**config.mk**
```make
export PLATFORM = sky130hd
export DESIGN_NAME = mem_arbiter
export DESIGN_NICKNAME = d
export VERILOG_FILES = /design/src/rtl/mem_arbiter.sv
export SDC_FILE = /design/constraint.sdc
export NUM_CORES = 1
export LEC_CHECK = 0
export CAP_MARGIN = 20
export CELL_PAD_IN_SITES_DETAIL_PLACEMENT = 0
export CELL_PAD_IN_SITES_GLOBAL_PLACEMENT = 1
export CORE_MARGIN = 5
export CORE_UTILIZATION = 30
export DETAILED_ROUTE_END_ITERATION = 16
export PLACE_DENSITY_LB_ADDON = 0.1
export SETUP_SLACK_MARGIN = 0.5
export SYNTH_ARGS = -nofsm -noshare
export SYNTH_HDL_FRONTEND = slang
export SYNTH_SLANG_ARGS = --single-unit
```
**constraint.sdc**
```tcl
create_clock -name clk_sys -period 3.6 [get_ports clk_sys]
set_input_delay 1.08 -clock clk_sys [delete_from_list [all_inputs] [get_ports clk_sys]]
set_output_delay 1.08 -clock clk_sys [all_outputs]
set_load 0.005 [all_outputs]
```
**src/rtl/mem_arbiter.sv**
```systemverilog
// mem_arbiter
//   Shares one single-port synchronous memory between two requesters:
//   port A (6502 core) and port B (debug/program loader). One access is in
//   flight at a time, sequenced IDLE -> ACCESS -> WAIT -> CAPTURE -> IDLE.
//   The served port gets a one-cycle ack; reads also update its rdata.
//
// Ports
//   clk_sys, rst_n                  clock (rising edge), async active-low reset
//   req_x/we_x/addr_x/wdata_x       port x request (x = a, b), held until ack_x
//   ack_x, rdata_x                  one-cycle done pulse, read data (held)
//   busy                            high while an access is in progress
//   mem_en/mem_we/mem_addr/mem_wdata  to memory ena/wea/addra/dina
//   mem_rdata                       from memory douta
//
// Parameters
//   READ_LATENCY  memory edges from the ena edge to valid douta (>= 1)
//   ARB_MODE      0 = round-robin, 1 = fixed priority to port B

module mem_arbiter #(
  parameter int ADDR_WIDTH   = 16,
  parameter int DATA_WIDTH   = 8,
  parameter int READ_LATENCY = 1,
  parameter int ARB_MODE     = 0
) (
  input  logic                  clk_sys,
  input  logic                  rst_n,
  input  logic                  req_a,
  input  logic                  we_a,
  input  logic [ADDR_WIDTH-1:0] addr_a,
  input  logic [DATA_WIDTH-1:0] wdata_a,
  output logic                  ack_a,
  output logic [DATA_WIDTH-1:0] rdata_a,
  input  logic                  req_b,
  input  logic                  we_b,
  input  logic [ADDR_WIDTH-1:0] addr_b,
  input  logic [DATA_WIDTH-1:0] wdata_b,
  output logic                  ack_b,
  output logic [DATA_WIDTH-1:0] rdata_b,
  output logic                  busy,
  output logic                  mem_en,
  output logic                  mem_we,
  output logic [ADDR_WIDTH-1:0] mem_addr,
  output logic [DATA_WIDTH-1:0] mem_wdata,
  input  logic [DATA_WIDTH-1:0] mem_rdata
);

  typedef enum logic [1:0] {
    IDLE    = 2'd0,
    ACCESS  = 2'd1,
    WAIT    = 2'd2,
    CAPTURE = 2'd3
  } state_t;

  // WAIT lasts READ_LATENCY-1 cycles; the counter is loaded with that minus one.
  localparam int CW = (READ_LATENCY > 2) ? $clog2(READ_LATENCY - 1) : 1;
  localparam logic [CW-1:0] CNT_INIT = (READ_LATENCY > 1) ? CW'(READ_LATENCY - 2) : '0;

  state_t                  state_q;
  logic                    port_q;   // served port: 0 = A, 1 = B
  logic                    we_q;
  logic                    last_q;   // last granted port: 0 = A, 1 = B
  logic [CW-1:0]           cnt_q;
  logic                    busy_q;
  logic                    mem_en_q;
  logic                    mem_we_q;
  logic [ADDR_WIDTH-1:0]   mem_addr_q;
  logic [DATA_WIDTH-1:0]   mem_wdata_q;
  logic                    ack_a_q;
  logic                    ack_b_q;
  logic [DATA_WIDTH-1:0]   rdata_a_q;
  logic [DATA_WIDTH-1:0]   rdata_b_q;

  // A port in its ack cycle is still showing the request it was just served
  // for, so it is masked to avoid serving it twice.
  logic elig_a, elig_b, grant_any, grant_b;

  always_comb begin
    elig_a    = req_a & ~ack_a_q;
    elig_b    = req_b & ~ack_b_q;
    grant_any = elig_a | elig_b;
    if (ARB_MODE == 1) grant_b = elig_b;
    else               grant_b = elig_b & (~elig_a | ~last_q);
  end

  always_ff @(posedge clk_sys or negedge rst_n) begin
    if (!rst_n) begin
      state_q     <= IDLE;
      port_q      <= 1'b0;
      we_q        <= 1'b0;
      last_q      <= 1'b1;   // B counts as last, so A wins the first tie
      cnt_q       <= '0;
      busy_q      <= 1'b0;
      mem_en_q    <= 1'b0;
      mem_we_q    <= 1'b0;
      mem_addr_q  <= '0;
      mem_wdata_q <= '0;
      ack_a_q     <= 1'b0;
      ack_b_q     <= 1'b0;
      rdata_a_q   <= '0;
      rdata_b_q   <= '0;
    end else begin
      // Enables and acks are single-cycle pulses; default them low.
      ack_a_q  <= 1'b0;
      ack_b_q  <= 1'b0;
      mem_en_q <= 1'b0;
      mem_we_q <= 1'b0;
      case (state_q)
        IDLE: begin
          if (grant_any) begin
            port_q      <= grant_b;
            last_q      <= grant_b;
            we_q        <= grant_b ? we_b    : we_a;
            mem_addr_q  <= grant_b ? addr_b  : addr_a;
            mem_wdata_q <= grant_b ? wdata_b : wdata_a;
            mem_en_q    <= 1'b1;
            mem_we_q    <= grant_b ? we_b    : we_a;
            busy_q      <= 1'b1;
            state_q     <= ACCESS;
          end
        end
        ACCESS: begin
          if (READ_LATENCY > 1) begin
            cnt_q   <= CNT_INIT;
            state_q <= WAIT;
          end else begin
            state_q <= CAPTURE;
          end
        end
        WAIT: begin
          if (cnt_q == '0) state_q <= CAPTURE;
          else             cnt_q   <= cnt_q - 1'b1;
        end
        CAPTURE: begin
          if (port_q) begin
            if (!we_q) rdata_b_q <= mem_rdata;
            ack_b_q <= 1'b1;
          end else begin
            if (!we_q) rdata_a_q <= mem_rdata;
            ack_a_q <= 1'b1;
          end
          busy_q  <= 1'b0;
          state_q <= IDLE;
        end
        default: begin
          busy_q  <= 1'b0;
          state_q <= IDLE;
        end
      endcase
    end
  end

  assign busy      = busy_q;
  assign mem_en    = mem_en_q;
  assign mem_we    = mem_we_q;
  assign mem_addr  = mem_addr_q;
  assign mem_wdata = mem_wdata_q;
  assign ack_a     = ack_a_q;
  assign ack_b     = ack_b_q;
  assign rdata_a   = rdata_a_q;
  assign rdata_b   = rdata_b_q;

endmodule
```
==> results by group <==
Min path
  • Hold Path Class: reg2reg
  • Hold path depth: 1

Power and ir drop
  • Switching pwr: 951 uW
  • Static Leak: 1.59 nW
  • Net Sw Frac: 33.0%
  • Pwr per Cell Area: 737 mW/mm2
  • Combinational Power Share: 53.1%
  • Sequential share of power: 35.3%
  • Worst IR drop on VDD: 0.000222 V
  • Clk pwr share: 11.6%
  • Internal: 1.93 mW

Yosys
  • Most area-consuming cells after synthesis: dfrtp_1, a2bb2oi_2, and3b_1
  • Synth top cells by count: dfrtp_1, and3b_1, a221oi_1, o21ai_0, a2bb2oi_2
  • Post-Syn Nets: 280
  • Top-count cell post-synth: dfrtp_1
  • Yosys top cell area share: 45.4%
  • Synthesis Warnings: 0
  • Flops & latches, synth: 50
  • Post-synth top area cell: dfrtp_1
  • Share of flip-flops with an asynchronous set or reset: 100%
  • Syn Std Cell Area: 0.00270 mm2
  • Syn Inst Count: 215
  • Yosys cell types: 31
  • Mean Syn Cell Area: 12.6 um2
  • Number of flops mapped to enable cells by yosys: 0
  • Ys flop type: dfrtp_1
  • Seq/Total Area, Yosys: 46.4%

Clock network
  • Worst-Skew Late Latency: 300 ps
  • CTS tree: done
  • Hold Buf Count CTS: 0
  • CTS resizes: 0
  • Post-CTS Setup Inserts: 0
  • Clock buffer depth: 2
  • CTS Sinks: 50
  • Clk root buf: clkbuf_8
  • H-tree Lvls: 2
  • CTS clk-pin slew, worst paths: 90 ps
  • CTS Buf Count: 5

GRT
  • GRT overflow: 0
  • Largest net degree at the start of global routing: 39
  • Initial antenna violation count: 0
  • Grt met1 use: 18.8%
  • All-Layer GR Usage: 14.3%
  • Met2 Usage GRT: 23.3%
  • Global Route met3 Usage: 4.19%
  • Busiest grt layer: met2
  • Vias in the first global route: 2,327
  • First-pass GRT wire length: 12,700 um

Critical path
  • Critical Path RT: 3790 ps
  • Worst path depth: 5
  • Crit-path max FO: 28
  • Crit path max-delay family: buffers and inverters
  • Worst reg2reg path depth: 5
  • Critical Path Sink Type: flop
  • CP Buf/Inv Count: 2
  • Critical path type: in2reg
  • Cells along the critical path: clkdlybuf4s50_1 -> nand2b_1 -> a21o_4 -> clkinv_8 -> mux2_4
  • Crit path arrival time: 2720 ps
  • Slowest CP cell: clkdlybuf4s50_1
  • Critical Path Start Type: input pin
  • Crit path largest cell delay: 500 ps

STA
  • Tmin final: 2530 ps
  • Tcrit/Tclk final: 70.2%
  • Final hold vios: 0
  • Fmax: 396 MHz
  • Slew margin rel.: 40.7%
  • Max-slew violations: 0
  • Unrepaired setup endpoints after global routing: false
  • Setup-failing EPs final: 0
  • Clk_skew: 7.61 ps
  • Setup TNS Final: 0 ps
  • Worst slew pin tran: 889 ps

Route
  • First-pass DRT Iterations: 4
  • Wire per inst: 18.5 um
  • Starting DRT DRC Count: 90
  • ANT nets after route: 0
  • Via count: 2,167
  • Vias per inst: 5.11
  • DRC: 0
  • Total Wirelength: 7860 um

Placed design
  • Port bufs: 106
  • Routability cong.: 0.682
  • DP HPWL: 5550 um

Floorplan
  • IO Count: 107
  • Die H: 105 um
  • Die X-Extent: 105 um
  • Core Area: 0.00876 mm2
  • Row cnt: 34
  • Die ar.: 0.0110 mm2
  • Initial core utilization: 30.8%

Finish
  • Fill cell count: 843
  • Share of layout cells above drive strength 1: 19.6%
  • Final core utilization: 44.6%
  • Final #Nets: 380
  • # diodes: 0
  • Area Overhead vs Synth: 44.9%

Status
  • Status: finished, final reports clean

Flow run
  • MaxCap Viol Count: 0
[final timing paths]
path	from	to	slack [ps]
hold / removal	port_q	ack_a	480
min in group asynchronous	rst_n	mem_wdata[7]	900
hold reg to reg	port_q	ack_a	480
max in group asynchronous	rst_n	mem_en	2000
setup / recovery	req_a	port_q	1070
setup reg to reg	ack_b	state_q[1]	1680
[routing by layer]
layer | wire (um) | part of all wire, %
met3 | 490 | 6.2
met5 | 0 | 0
met1 | 3560 | 45
met2 | 3740 | 48
met4 | 74 | 0.94
[cell families (layout without fill, tap and decap cells)]
kind of cell / Yosys count / after routing / share of synthesized area [%]
AOI/OAI and AO/OA: 78 / 78 / 26.5
DFF: 50 / 50 / 46.4
and+or+nand+nor: 36 / 36 / 10.5
buffers and inverters: 28 / 129 / 6.63
muxes: 20 / 20 / 8.58
adders and majority gates: 3 / 3 / 1.39
[registers in the layout, indices dropped and copies added (netlist names)]
| name | cells |
|---|---|
| mem_we | 1 |
| port_q | 1 |
| busy | 1 |
| rdata_a | 8 |
| mem_wdata | 8 |
| ack_b | 1 |
| rdata_b | 8 |
| mem_addr | 16 |
| mem_en | 1 |
| state_q | 2 |
| we_q | 1 |
| ack_a | 1 |
| last_q | 1 |
[metrics by stage]
stage               setup WS [ps]  cell area [um2]  hold slack (ps)  instances  power [mW]
floorplan                    1620             2700              425        215        1.85
global placement              790             3820              462        416        2.57
detailed placement            761             3820              456        416        2.59
CTS                          1080             3910              481        424        2.93
global route                 1030             3910              501        424        3.08
finish                       1070             3910              483        424        2.88
[cells in the final DEF, fill, tap and decap left out, types with 2 or more instances in the layout]
cell type | Yosys | layout
clkdlybuf4s50_1 | 0 | 105
dfrtp_1 | 49 | 49
and3b_1 | 26 | 26
a221oi_1 | 24 | 24
o21ai_0 | 23 | 23
a2bb2oi_2 | 19 | 19
mux2_2 | 17 | 17
buf_4 | 1 | 10
a2bb2oi_1 | 6 | 6
clkbuf_8 | 0 | 5
inv_1 | 3 | 3
ha_1 | 3 | 3
and2_1 | 2 | 2
nand2_1 | 2 | 2
mux2_4 | 2 | 2
o21ai_1 | 2 | 2
[cell type report]
| type | instances | area (um2) | area share (%) |
|---|---|---|---|
| Multi-Input combinational cell | 137 | 1270 | 32.5 |
| Timing Repair Buffer | 116 | 1130 | 28.9 |
| Clock buffer | 5 | 68.8 | 1.76 |
| Sequential cell | 50 | 1250 | 32.0 |
| Clock inverter | 3 | 21.3 | 0.544 |
| Inverter | 5 | 31.3 | 0.800 |
| Tap cell | 108 | 135 | 3.46 |
[power groups by stage]
stage	Sequential, mW	Clock (mW)	Combinational [mW]
finish	1.02	0.335	1.53
global route	1.05	0.371	1.66
CTS	1.02	0.349	1.56
detailed placement	1.03	0	1.56
global placement	1.03	0	1.53
floorplan	1.03	0	0.820
Note: power is estimated with default switching activity, not from simulation.
